$ cat src/rtl/weights_bank_sequencer_pkg.sv
`default_nettype none
// ============================================================================
//  Module   : weights_bank_sequencer_pkg
//  Purpose  : Bank opcodes and sequencer state encodings shared by the
//             weight bank sequencer and its sub-blocks.
//  Revision : 1.0 - initial release
// ============================================================================
package weights_bank_sequencer_pkg;

    localparam logic [1:0] c_BANK_IDLE  = 2'b00;
    localparam logic [1:0] c_BANK_WRITE = 2'b01;
    localparam logic [1:0] c_BANK_READ  = 2'b10;

    typedef enum logic [1:0] {
        ST_IDLE  = 2'd0,
        ST_FETCH = 2'd1,
        ST_DRAIN = 2'd2,
        ST_DONE  = 2'd3
    } seq_state_t;

endpackage : weights_bank_sequencer_pkg
`default_nettype wire

$ cat src/rtl/weights_bank_sequencer_skid_buffer.sv
`default_nettype none
// ============================================================================
//  Module   : weight_row_skid_buffer
//  Purpose  : Two-entry FIFO between bank read capture and the row consumer.
//             Output is taken straight from storage so it holds while stalled.
//  Revision : 1.0 - initial release
// ============================================================================
module weight_row_skid_buffer #(
    parameter int WIDTH = 15
) (
    input  logic             clock,
    input  logic             reset,
    input  logic             push,
    input  logic [WIDTH-1:0] push_data,
    input  logic             pop,
    output logic [WIDTH-1:0] out_data,
    output logic             out_valid,
    output logic [1:0]       occupancy
);

    logic [WIDTH-1:0] r_mem [2];
    logic             r_wr_ptr;
    logic             r_rd_ptr;
    logic [1:0]       r_count;

    logic w_do_push;
    logic w_do_pop;

    always_comb begin
        w_do_pop  = pop && (r_count != 2'd0);
        // A full buffer still accepts a push when the head leaves this cycle.
        w_do_push = push && ((r_count != 2'd2) || w_do_pop);
    end

    always_ff @(posedge clock) begin
        if (reset) begin
            r_mem[0] <= '0;
            r_mem[1] <= '0;
            r_wr_ptr <= 1'b0;
            r_rd_ptr <= 1'b0;
            r_count  <= 2'd0;
        end else begin
            if (w_do_push) begin
                r_mem[r_wr_ptr] <= push_data;
                r_wr_ptr        <= ~r_wr_ptr;
            end
            if (w_do_pop) begin
                r_rd_ptr <= ~r_rd_ptr;
            end
            case ({w_do_push, w_do_pop})
                2'b10:   r_count <= r_count + 2'd1;
                2'b01:   r_count <= r_count - 2'd1;
                default: r_count <= r_count;
            endcase
        end
    end

    assign out_data  = r_mem[r_rd_ptr];
    assign out_valid = (r_count != 2'd0);
    assign occupancy = r_count;

endmodule : weight_row_skid_buffer
`default_nettype wire

$ cat src/rtl/weights_bank_sequencer.sv
`default_nettype none
// ============================================================================
//  Module   : weights_bank_sequencer
//  Purpose  : Sole master of the weight bank pins; arbitrates AMBA row writes
//             against atomic row-fetch bursts streamed out through a skid buffer.
//  Revision : 1.0 - initial release
// ============================================================================
module weights_bank_sequencer
    import weights_bank_sequencer_pkg::*;
#(
    parameter int AMBA_ADDR_DEPTH  = 12,
    parameter int WEIGHT_PRECISION = 5,
    parameter int WEIGHT_ROW_WIDTH = 3 * WEIGHT_PRECISION
) (
    input  logic                        clock,
    input  logic                        reset,
    input  logic                        wr_req,
    input  logic [AMBA_ADDR_DEPTH:0]    wr_addr,
    input  logic [WEIGHT_ROW_WIDTH-1:0] wr_data,
    output logic                        wr_ack,
    input  logic                        fetch_start,
    input  logic [AMBA_ADDR_DEPTH:0]    fetch_base,
    input  logic [AMBA_ADDR_DEPTH:0]    fetch_len,
    output logic                        busy,
    output logic                        done,
    output logic [WEIGHT_ROW_WIDTH-1:0] row_data,
    output logic                        row_valid,
    input  logic                        row_ready,
    output logic [1:0]                  bank_control,
    output logic [AMBA_ADDR_DEPTH:0]    bank_address,
    output logic [WEIGHT_ROW_WIDTH-1:0] bank_wdata,
    input  logic [WEIGHT_ROW_WIDTH-1:0] bank_rdata
);

    localparam int AD = AMBA_ADDR_DEPTH;
    localparam int RW = WEIGHT_ROW_WIDTH;

    localparam logic [AD:0]   c_ONE_ROW  = (AD+1)'(1);
    localparam logic [AD-1:0] c_ONE_ADDR = AD'(1);

    seq_state_t     r_state;
    logic [AD-1:0]  r_cur;
    logic [AD:0]    r_rd_left;
    logic [AD:0]    r_rows_left;
    logic           r_inflight;
    logic           r_pend;
    logic [AD:0]    r_pend_base;
    logic [AD:0]    r_pend_len;

    logic [1:0]     r_bank_control;
    logic [AD:0]    r_bank_address;
    logic [RW-1:0]  r_bank_wdata;
    logic           r_wr_ack;
    logic           r_busy;
    logic           r_done;

    logic           w_row_valid;
    logic [1:0]     w_occ;
    logic           w_pop;
    logic [2:0]     w_slots;
    logic           w_wr_grant;
    logic [AD:0]    w_start_base;
    logic [AD:0]    w_start_len;
    logic           w_unused;

    weight_row_skid_buffer #(
        .WIDTH (RW)
    ) u_skid (
        .clock     (clock),
        .reset     (reset),
        .push      (r_inflight),
        .push_data (bank_rdata),
        .pop       (w_pop),
        .out_data  (row_data),
        .out_valid (w_row_valid),
        .occupancy (w_occ)
    );

    always_comb begin
        w_pop        = w_row_valid && row_ready;
        // Slots committed at the next edge: stored rows plus the row in flight,
        // less the one leaving now. A new READ is allowed while this is below 2.
        w_slots      = {1'b0, w_occ} + {2'b00, r_inflight} - {2'b00, w_pop};
        w_start_base = r_pend ? r_pend_base : fetch_base;
        w_start_len  = r_pend ? r_pend_len  : fetch_len;
        // Holding off one cycle after an ack keeps a level-held wr_req from
        // being written twice.
        w_wr_grant   = wr_req && !r_wr_ack &&
                       (((r_state == ST_IDLE) && !r_pend) || (r_state == ST_DONE));
        w_unused     = w_start_base[AD];
    end

    always_ff @(posedge clock) begin
        if (reset) begin
            r_state        <= ST_IDLE;
            r_cur          <= '0;
            r_rd_left      <= '0;
            r_rows_left    <= '0;
            r_inflight     <= 1'b0;
            r_pend         <= 1'b0;
            r_pend_base    <= '0;
            r_pend_len     <= '0;
            r_bank_control <= c_BANK_IDLE;
            r_bank_address <= '0;
            r_bank_wdata   <= '0;
            r_wr_ack       <= 1'b0;
            r_busy         <= 1'b0;
            r_done         <= 1'b0;
        end else begin
            r_bank_control <= c_BANK_IDLE;
            r_bank_address <= '0;
            r_bank_wdata   <= '0;
            r_wr_ack       <= 1'b0;
            r_done         <= 1'b0;
            r_inflight     <= 1'b0;

            if (w_pop) begin
                r_rows_left <= r_rows_left - c_ONE_ROW;
            end

            if (w_wr_grant) begin
                r_bank_control <= c_BANK_WRITE;
                r_bank_address <= wr_addr;
                r_bank_wdata   <= wr_data;
                r_wr_ack       <= 1'b1;
            end

            case (r_state)
                ST_IDLE: begin
                    if (r_pend || (fetch_start && !w_wr_grant)) begin
                        r_pend <= 1'b0;
                        if (w_start_len == '0) begin
                            r_state <= ST_DONE;
                            r_done  <= 1'b1;
                        end else begin
                            // First READ goes out on the start edge itself.
                            r_bank_control <= c_BANK_READ;
                            r_bank_address <= {1'b0, w_start_base[AD-1:0]};
                            r_inflight     <= 1'b1;
                            r_cur          <= w_start_base[AD-1:0] + c_ONE_ADDR;
                            r_rd_left      <= w_start_len - c_ONE_ROW;
                            r_rows_left    <= w_start_len;
                            r_busy         <= 1'b1;
                            r_state        <= ST_FETCH;
                        end
                    end else if (fetch_start) begin
                        r_pend      <= 1'b1;
                        r_pend_base <= fetch_base;
                        r_pend_len  <= fetch_len;
                    end
                end
                ST_FETCH: begin
                    if (r_rd_left == '0) begin
                        r_state <= ST_DRAIN;
                    end else if (w_slots < 3'd2) begin
                        r_bank_control <= c_BANK_READ;
                        r_bank_address <= {1'b0, r_cur};
                        r_inflight     <= 1'b1;
                        r_cur          <= r_cur + c_ONE_ADDR;
                        r_rd_left      <= r_rd_left - c_ONE_ROW;
                    end
                end
                ST_DRAIN: begin
                    if (w_pop && (r_rows_left == c_ONE_ROW)) begin
                        r_state <= ST_DONE;
                        r_done  <= 1'b1;
                        r_busy  <= 1'b0;
                    end
                end
                ST_DONE: begin
                    r_state <= ST_IDLE;
                    if (fetch_start) begin
                        r_pend      <= 1'b1;
                        r_pend_base <= fetch_base;
                        r_pend_len  <= fetch_len;
                    end
                end
                default: begin
                    r_state <= ST_IDLE;
                end
            endcase
        end
    end

    assign wr_ack       = r_wr_ack;
    assign busy         = r_busy;
    assign done         = r_done;
    assign row_valid    = w_row_valid;
    assign bank_control = r_bank_control;
    assign bank_address = r_bank_address;
    assign bank_wdata   = r_bank_wdata;

endmodule : weights_bank_sequencer
`default_nettype wire

$ cat config.mk
export PLATFORM = sky130hd
export DESIGN_NAME = weights_bank_sequencer
export DESIGN_NICKNAME = d
export VERILOG_FILES = /design/src/rtl/weights_bank_sequencer_pkg.sv /design/src/rtl/weights_bank_sequencer_skid_buffer.sv /design/src/rtl/weights_bank_sequencer.sv
export SDC_FILE = /design/constraint.sdc
export NUM_CORES = 1
export LEC_CHECK = 0
export BUFFER_PORTS_ARGS = -buffer_cell sky130_fd_sc_hd__buf_2
export CORE_ASPECT_RATIO = 1.2
export CORE_MARGIN = 5
export CORE_UTILIZATION = 25
export DETAILED_ROUTE_END_ITERATION = 12
export SETUP_SLACK_MARGIN = 0.1
export SLEW_MARGIN = 20
export SYNTH_ARGS = -nofsm -noshare
export SYNTH_HDL_FRONTEND = slang
export SYNTH_SLANG_ARGS = --single-unit
$ cat constraint.sdc
create_clock -name clock -period 3.6 [get_ports clock]
set_clock_uncertainty 0.1 [all_clocks]
set_input_delay 0.72 -clock clock [delete_from_list [all_inputs] [get_ports clock]]
set_output_delay 0.72 -clock clock [all_outputs]
set_load 0.05 [all_outputs]
* Yosys cells after proc, flatten, opt, wreduce, memory -nomap -nowiden
Memories as Yosys holds them, arrays and structs flattened. A register that Yosys moved wholly into a read port is not among the register bits.
Index checks and enable logic that the tools add are counted.
** Storage, ports and cells
- Logic and storage cells :: 140
- Latch bits :: 0
- Register bits after elaboration :: 105
- Memory bits (writable) :: 30
- Output and inout port bits :: 49
- ROM bits :: 0
- Memories kept :: 1
** Cells by class
- Add/subtract/negate cells :: 9
- $mul :: 0
- Order comparisons :: 1
- Reduce and logical (&&, ||, !) cells :: 28
- Equality and inequality tests :: 14
- Div/mod/pow operators :: 0
- Bitwise operators :: 3
- Shift operators :: 0
- Multiplexer cells :: 67
** Memories
- u_skid.r_mem :: depth 2, bits a word 15, rd ports 1, clocked after memory_dff 1, wr ports 2, RTL line weights_bank_sequencer_skid_buffer.sv:21 : logic [WIDTH-1:0] r_mem [2];
** Operators by type and width (count)
- $mux 13 :: 18
- $pmux 13 s2 :: 4
- $mux 12 :: 5
- $sub 13x1->13 const B :: 3
- $logic_not 13->1 :: 2
- $add 12x1->12 const B :: 2
- $pmux 12 s2 :: 1
- $mux 1 :: 23
- $mux 2 :: 8
- $mux 15 :: 1
- $reduce_or 15->1 :: 1
- $ne 2x2->1 const B :: 7
- $eq 13x1->1 const B :: 1
- $reduce_bool 2->1 :: 5
- $logic_and 1x1->1 :: 8
- $pmux 1 s2 :: 4
- $pmux 2 s2 :: 2
- $pmux 2 s4 :: 1
- $eq 2x2->1 const B :: 3
- $reduce_and 5->1 :: 1
- $eq 2x1->1 const B :: 2
- $reduce_and 4->1 :: 1
- $add 2x1->3 :: 1
- $logic_not 1->1 :: 3
- 11 further kinds :: 15

* Logic depth before layout (Yosys ltp)
Gate-level depths: netlist of run 1.
- Word-level depth :: 10
- Gate-level depth with buffers :: 14

* Cells and area by module
From an unflattened synthesis of run 1, not the netlist that was laid out.
** Second synthesis, totals
- Cell total of the unflattened synthesis :: 648
- Area, all modules :: 6657.6 sq um
** By module, submodules not included
- weights_bank_sequencer :: times used 1, area each 5089.9 sq um, sequential area each 1981.9 sq um, cells each 543
- weight_row_skid_buffer :: times used 1, area each 1567.8 sq um, sequential area each 1001.0 sq um, cells each 105

* Worst setup path after synthesis of run 1
Ideal clock, no wire load.
- Path type :: input-to-reg
- Start :: input row_ready
- End :: register r_rd_left[12]
- Slack :: 204 ps
- Stages :: 12
- Data arrival time :: 3221 ps
- Data required time :: 3426 ps
- Cells stage by stage :: clkbuf_1 > inv_1 > nor2_1 > o21ai_0 > fa_1 > xnor2_2 > nand2_1 > a311oi_2 > and2b_1 > o21bai_4 > or4_1 > a31oi_1
** On the way
- Cells in the longest elaborated chain, start to end :: 5
** RTL lines
- from (decl) :: RTL line weights_bank_sequencer.sv:28 : input logic row_ready,
- $logic_and 1x1->1 :: RTL line weights_bank_sequencer.sv:80 : w_pop = w_row_valid && row_ready;
- $sub 3x1->3 :: RTL line weights_bank_sequencer.sv:83 : w_slots = {1'b0, w_occ} + {2'b00, r_inflight} - {2'b00, w_pop};
- $lt 3x2->1 :: RTL line weights_bank_sequencer.sv:155 : end else if (w_slots < 3'd2) begin
- $ne 2x2->1 (no line)
- $reduce_and 5->1 (no line)
- to (signal assigned) :: RTL line weights_bank_sequencer.sv:141 : r_rd_left <= w_start_len - c_ONE_ROW;
- to (signal assigned) :: RTL line weights_bank_sequencer.sv:160 : r_rd_left <= r_rd_left - c_ONE_ROW;
- to (decl) :: RTL line weights_bank_sequencer.sv:43 : logic [AD:0] r_rd_left;
Every way passes these cells.
A chain may end at the register's enable or synchronous reset.

* Worst setup path in the final report of run 1
- Start :: register u_skid.r_count[0] (netlist: u_skid.occupancy[0])
- End :: register r_rd_left[8]
** On the way
- Cells in the longest elaborated chain, start to end :: 6
- Elaborated cells between the ends (all ways) :: 7
** RTL lines
- from (decl) :: RTL line weights_bank_sequencer_skid_buffer.sv:24 : logic [1:0] r_count;
- from (signal assigned) :: RTL line weights_bank_sequencer_skid_buffer.sv:51 : 2'b10: r_count <= r_count + 2'd1;
- from (signal assigned) :: RTL line weights_bank_sequencer_skid_buffer.sv:52 : 2'b01: r_count <= r_count - 2'd1;
- from (signal assigned) :: RTL line weights_bank_sequencer_skid_buffer.sv:53 : default: r_count <= r_count;
- parallel branches: the longest is 2 deep, another holds $add 2x1->3
- $sub 3x1->3 * :: RTL line weights_bank_sequencer.sv:83
- $lt 3x2->1 * :: RTL line weights_bank_sequencer.sv:155
- $ne 2x2->1 (no line) *
- $reduce_and 5->1 (no line) *
Mark *: on every way between the ends.

==> impl_results.md, run 1 <==
- Layout cells sized above 1: 28.4%
- Worst r2r src: u_skid.occupancy[0]$_SDFFE_PP0P_
- Fin crit share: 86.5%
- Initial antenna violation count: 1
- Mux contribution to synthesized area: 10.3%
- DRT Pass-1 Iters: 6
- Crit path buffers/inverters: 1
- Initial Utilization: 25.4%
- CTS Root Cell: clkbuf_16
- Rel. slew slack: 34.5%
- Vias/cell: 4.58
- Die H: 189 um
- Fraction of registers with async set/reset: 0%
- Min cycle time layout: 3110 ps
- Synth Area in Adders: 1.98%
- Worst Path Required: 3820 ps
- Crit-path max FO: 29
- Fmax: 0.321 GHz
- Core Area: 26400 sq um
- Post-synthesis xor/xnor area fraction: 4.30%
- CTS tree: yes
- Top cell by count, worst path: nor2_1
- Placed cells: 1137
- ANT cells: 0
- Tightest Pin Transition: 983 ps
- I/O Buffers: 121
- Synthesized area: 6700 sq um
- RSZ-0062 raised after global routing: no
- Yosys synthesis warning count: 0
- Hold crit path type: flop to flop
- Synth unique cells: 67
- Critical path class: flop to flop
- Critical path cell sequence: nand2b_1, nor2_1, o21ai_0, fa_1, xnor2_2, nand2_1, a311oi_2, and2b_1, a2bb2oi_4, buf_12, nor2_1, a211oi_1
- Outcome: complete, no violations
- R2R Path End: r_rd_left[8]$_SDFFE_PP0P_
- Setup violators final: 0
- DP Area: 7690 sq um
- Final ANT Viol Nets: 0
- Non-Filler Instances: 1169
- Synth Register Bits: 134
- Floorplan row count: 65
- # hold bufs at CTS: 0
- Post-Synth Simple-Gate Area: 20.9%
- # clock sinks: 134
- EDFF count, synth: 30
- Max-cap violation count: 0
- Final setup TNS: 0 ps
- Commonest non-fill, non-tap cell in the layout: buf_2
- LEAKAGE: 3.39 nW
- Largest family of logic cells by synthesized area: simple AND/OR/NAND/NOR gates
- Maximum vdd drop: 0.000331 V
- DR DRC count: 0
- Largest net degree at the start of global routing: 52
- First-pass GRT wire length: 28.4 mm
- Count of pins over their slew limit: 0
- Final Power: 0.00764 W
- Main flop type after synthesis: dfxtp_1
- Hold Vio Cnt, Final: 0
- First DRT Iteration DRCs: 376
- Placer congestion estimate: 0.818
- Post-DP HPWL: 13.0 mm
- # H-tree levels: 4
- Postcts setup bufs: 0
- CTS buffer count: 17
- Hold path cells: 2
- Width of the die: 159 um
- Startpoint Class: flop
- Compound-cell area share of the yosys netlist: 13.8%
- Clk pin slew, worst setup/hold paths: 60 ps
- Vias in the first global route: 5337
- Crit path capture type: flop
- Nets: 905
- Worst reg-to-reg path cell count: 12
- Final Cell Area: 8290 sq um
- Sequential area share after synthesis: 44.5%
- Num ports: 123
- Crit path to: r_rd_left[8]$_SDFFE_PP0P_
- Most frequent cells in the layout: buf_2 (121), dfxtp_1 (104), nand2_1 (91)
- Instance count of the mapped netlist: 701
- Area growth syn-to-layout: 23.7%
- CTS max path bufs: 2
- Drt wl/cell: 15.4 um
- Pwr/cell area: 922 nW/um^2
- Die area: 30200 sq um
- Syn_nets: 785
- Slowest cell on crit path: fa_1
- GRT Resource Usage Total: 11.8%
- Routed via count: 5350
- Clk_lat worst skew: 420 ps
- FF-to-FF setup slack: 490 ps
- Worst Setup SP: u_skid.occupancy[0]$_SDFFE_PP0P_
- CP Data Arrival Time: 3340 ps
- Crit-path max cell delay: 420 ps
- GRT Residual Overflow: 0
- PostCTS Resize Cnt: 0
- Routed WL: 18.0 mm
- Total stage count of the critical path: 12
- Syn Area/Cell: 9.56 sq um
- Fin Hold WS: 350 ps
- Crit-path leading delay family: compound AO/OA/AOI/OAI gates
==> synthesized netlist by cell type, types with 6 or more instances <==
cell / n / area (sq um)
a211oi_1: 27 / 203
a21o_1: 6 / 45.0
a21oi_1: 50 / 250
a22oi_1: 12 / 90.1
and2_1: 48 / 300
buf_2: 7 / 35.0
clkbuf_1: 25 / 93.8
dfxtp_1: 104 / 2080
edfxtp_1: 30 / 901
ha_1: 9 / 113
inv_1: 11 / 41.3
mux2_2: 33 / 372
mux2i_1: 19 / 190
nand2_1: 91 / 342
nand2b_1: 6 / 37.5
nand3_1: 14 / 70.1
nor2_1: 56 / 210
nor2b_1: 9 / 56.3
nor3_1: 10 / 50.1
nor4_1: 9 / 56.3
o21ai_0: 9 / 45.0
xnor2_1: 15 / 131
xor2_1: 16 / 140
==> where the power goes <==
group          total (W)  internal [W]  switching (W)
logic            0.00360       0.00133        0.00227
clock network    0.00177       0.00111       0.000666
registers        0.00227       0.00198       0.000290
==> state kept, by name (all words and copies together), names as in the netlist, 12 cells and up, named ones only <==
signal        count
bank_address     13
bank_wdata       15
r_cur            12
r_pend_base      12
r_pend_len       13
r_rd_left        13
r_rows_left      13
u_skid.r_mem     30
==> metrics by stage <==
step | util (%) | worst slack, ps
final | 31.5 | 487
after global routing | 31.5 | 280
after CTS | 31.5 | 488
after detailed placement | 29.2 | 147
after global placement | 29.2 | 214
after floorplan | - | 204
==> cells by family (layout without fill, tap and decap cells) <==
logic type               Yosys count  after routing
multiplexers                      62             62
adder cells (fa/ha/maj)           10             10
buffers and inverters             55            188
AO/OA/AOI/OAI                    135            135
flip-flops                       134            134
AND/OR/NAND/NOR                  273            273
XOR/XNOR                          32             32
==> how the worst min path moves through the flow <==
stage | start | end | slack [ps]
after floorplan | r_pend_base[11]$_SDFFE_PP0P_ | r_pend_base[11]$_SDFFE_PP0P_ | 330
after global placement | r_pend_base[11]$_SDFFE_PP0P_ | r_pend_base[11]$_SDFFE_PP0P_ | 340
after detailed placement | r_pend_base[4]$_SDFFE_PP0P_ | r_pend_base[4]$_SDFFE_PP0P_ | 350
after CTS | r_pend_base[11]$_SDFFE_PP0P_ | r_pend_base[11]$_SDFFE_PP0P_ | 350
after global routing | r_pend_base[11]$_SDFFE_PP0P_ | r_pend_base[11]$_SDFFE_PP0P_ | 380
final | r_pend_base[3]$_SDFFE_PP0P_ | r_pend_base[3]$_SDFFE_PP0P_ | 350
==> final cells by class <==
| cell class | count | area (sq um) |
|---|---|---|
| sequential | 134 | 2980 |
| tap | 335 | 419 |
| clock inverter | 12 | 154 |
| timing repair buffer | 144 | 791 |
| fill | 2741 | 18100 |
| inverter | 12 | 45.0 |
| multi-input combinational | 512 | 3450 |
| clock buffer | 20 | 447 |
==> worst register-to-register path: stages (launching register included) <==
cell       delay [ps]
dfxtp_1           360
nand2b_1          180
nor2_1            180
o21ai_0           150
fa_1              420
xnor2_2           170
nand2_1            90
a311oi_2          270
and2b_1           270
a2bb2oi_4         310
buf_12            220
nor2_1             70
a211oi_1          210
==> metal layers <==
layer	GRT usage (%)	part of all wire, %	up-vias	wire length, um
met5	0	0.022	-	4
met4	4.79	1.9	2	345
met3	3.33	5.3	19	950
met2	20.0	49	116	8830
met1	14.1	44	2508	7840
li1	-	-	2705	-
Power figures use the tool's default switching activity.
==> run 2, diff against run 1 <==
- GPL_TIMING_DRIVEN: unset -> 0
- SYNTH_HIERARCHICAL: unset -> 1
==> run 2 against run 1 <==
Setup slack lost 100 ps. Synthesized cell count down 7.6%. Worst hold slack better by 40 ps. Flip-flop and latch count did not move. Sequential share of layout area barely moved. Total power down 0.45%. Clock power is 6% lower. Register-to-register slack lost 100 ps. Via count rose by 1.9%. Sequential power is 3% lower. Die area shrank 0.58%. Critical endpoint is now r_rd_left[12]$_SDFFE_PP0P_. Highest routed layer is now met4.
==> impl_results.md, run 2 <==
- FF-to-FF setup slack: 390 ps
- Fin crit share: 89.3%
- Core Area: 26300 sq um
- Routed WL: 19.5 mm
- Fraction of registers with async set/reset: 0%
- Critical path cell sequence: inv_1, ha_1, clkinv_1, buf_4, buf_6, mux2i_1, ha_1, nand4_1, nor4b_1, xor2_1, a211oi_1
- Vias in the first global route: 5435
- Worst r2r src: r_state[1]$_SDFFE_PP0P_
- Hold Vio Cnt, Final: 0
- CP Data Arrival Time: 3450 ps
- Die H: 189 um
- Main flop type after synthesis: dfxtp_1
- Clk_lat worst skew: 430 ps
- Synthesized area: 6660 sq um
- Post-synthesis xor/xnor area fraction: 4.47%
- Largest net degree at the start of global routing: 17
- Fmax: 0.311 GHz
- Pwr/cell area: 919 nW/um^2
- Worst Setup SP: r_state[1]$_SDFFE_PP0P_
- Multi-input gate area: 3450 sq um
- Initial antenna violation count: 2
- First DRT Iteration DRCs: 323
- Commonest non-fill, non-tap cell in the layout: buf_2
- Clk pin slew, worst setup/hold paths: 60 ps
- Mux contribution to synthesized area: 15.1%
- Rel. slew slack: 43.7%
- Largest Register: u_skid/r_mem
- First-pass GRT wire length: 30.1 mm
- Top cell by count, worst path: ha_1
- Syn_nets: 733
- Filler cells: 2722
- Vias/cell: 4.78
- Max FFs per register: 30
- Cell taking the most area after synthesis: dfxtp_1
- Synth Area in Adders: 2.18%
- DR DRC count: 0
- Crit-path max cell delay: 420 ps
- Post-DP HPWL: 14.7 mm
- Total stage count of the critical path: 11
- # H-tree levels: 4
- CTS Root Cell: clkbuf_16
- Hold crit path type: input port to flop
- Crit-path leading delay family: buffers and inverters
- DRT Pass-1 Iters: 5
- Synth area leaders: dfxtp_1 (31%), edfxtp_1 (14%), mux2i_1 (7.8%)
- Worst reg-to-reg path cell count: 11
- Most frequent cells in the layout: buf_2 (133), dfxtp_1 (104), nor2_1 (59)
- Layout cells sized above 1: 29.9%
- Sequential area share after synthesis: 44.8%
- Routed via count: 5450
- CTS tree: yes
- Crit path buffers/inverters: 4
- Tightest Pin Transition: 838 ps
- Reg area: 2980 sq um
- Post-Synth Simple-Gate Area: 16.7%
- Syn Area/Cell: 10.3 sq um
- EDFF count, synth: 30
- Crit-path max FO: 10
- I/O Buffers: 121
- Crit path to: r_rd_left[12]$_SDFFE_PP0P_
- Floorplan row count: 65
- Synth Register Bits: 134
- RSZ-0062 raised after global routing: no
- Fin Hold WS: 390 ps
- Setup violators final: 0
- Top cells by count, synth: dfxtp_1 (104), nor2_1 (59), mux2i_1 (52)
- Top cell type's share of synthesized area: 31.3%
- Nets: 874
- Width of the die: 159 um
- Num ports: 123
- Crit path capture type: flop
- Instance count of the mapped netlist: 648
- # hold bufs at CTS: 0
- GRT Residual Overflow: 0
- LEAKAGE: 3.55 nW
- R2R Path End: r_rd_left[12]$_SDFFE_PP0P_
- Startpoint Class: flop
- Area growth syn-to-layout: 24.3%
- Initial Utilization: 25.3%
- Die area: 30000 sq um
- CTS max path bufs: 2
- Min cycle time layout: 3210 ps
- Drt wl/cell: 17.1 um
- Placer congestion estimate: 0.821
- Final ANT Viol Nets: 0
- Slowest cell on crit path: nor4b_1
- Maximum vdd drop: 0.000383 V
- Outcome: complete, no violations
- Compound-cell area share of the yosys netlist: 13.2%
- Non-Filler Instances: 1139
- Yosys synthesis warning count: 6
- # clock sinks: 134
- Critical path class: flop to flop
- Synth unique cells: 66
- Placed cells: 1105
- Max-cap violation count: 0
- Worst Path Required: 3840 ps
- Count of pins over their slew limit: 0
- Largest family of logic cells by synthesized area: simple AND/OR/NAND/NOR gates
- CTS buffer count: 17
- Final Power: 0.00760 W
- GRT Resource Usage Total: 12.6%
- Top-count cell post-synth: dfxtp_1
run 2: how the worst min path moves through the flow:
stage | endpoint | from | depth (start not counted)
6_report | bank_wdata[8]$_SDFF_PP0_ | wr_data[8] | 2
5_1_grt | bank_wdata[8]$_SDFF_PP0_ | wr_data[8] | 2
4_1_cts | bank_wdata[8]$_SDFF_PP0_ | wr_data[8] | 2
3_5_place_dp | r_pend_base[9]$_SDFFE_PP0P_ | r_pend_base[9]$_SDFFE_PP0P_ | 2
3_3_place_gp | r_pend_base[7]$_SDFFE_PP0P_ | r_pend_base[7]$_SDFFE_PP0P_ | 2
2_1_floorplan | r_pend_base[0]$_SDFFE_PP0P_ | r_pend_base[0]$_SDFFE_PP0P_ | 2
run 2: cell families (layout without fill, tap and decap cells):
group	after synthesis	after routing
simple gates	198	198
flops	134	134
compound gates	124	124
mux	95	95
buf+inv	52	206
xor+xnor	34	34
fa+ha+maj	11	11
other cells	0	2
run 2: layout make-up:
cell class                 count  share of cell area (%)
inverter                      14                   0.635
sequential                   134                    36.0
multi-input combinational    462                    41.7
buffer                        38                    2.31
tap                          335                    5.06
clock inverter                15                    1.63
timing repair buffer         122                    7.45
clock buffer                  17                    5.14
antenna                        2                  0.0605
run 2: metal layers:
layer / wire [um] / global-route usage [%] / up-vias
li1: - / - / 2647
met1: 8030 / 14.3 / 2588
met2: 9630 / 21.4 / 171
met3: 987 / 3.26 / 44
met4: 841 / 7.32 / 0
met5: 0 / 0 / -
run 2: through the flow:
step	TNS (ps)	util (%)	cell area, sq um	setup slack (ps)
final	0	31.5	8280	386
after floorplan	0	-	6660	590
after global routing	0	31.5	8280	126
after CTS	0	31.5	8260	111
after global placement	-579	29.2	7680	-45.2
after detailed placement	-1310	29.3	7700	-89.6
run 2: power breakdown:
group / leakage, nW / internal [W] / switching (W) / total, W
Combinational: 2.12 / 0.00135 / 0.00237 / 0.00372
Clock: 0.266 / 0.000911 / 0.000762 / 0.00167
Sequential: 1.17 / 0.00195 / 0.000258 / 0.00221
Total: 3.55 / 0.00422 / 0.00339 / 0.00760
run 2: timing repair:
action | CTS | global route
cloned | 0 | 0
resized for setup | 1 | 8
endpoints found under the setup margin | 20 | 28
setup buffers | 0 | 0
run 2: worst reg2reg max path, stage by stage (launching register included):
cell	delay, ps
dfxtp_1	330
inv_1	120
ha_1	260
clkinv_1	270
buf_4	300
buf_6	180
mux2i_1	310
ha_1	280
nand4_1	230
nor4b_1	420
xor2_1	120
a211oi_1	220
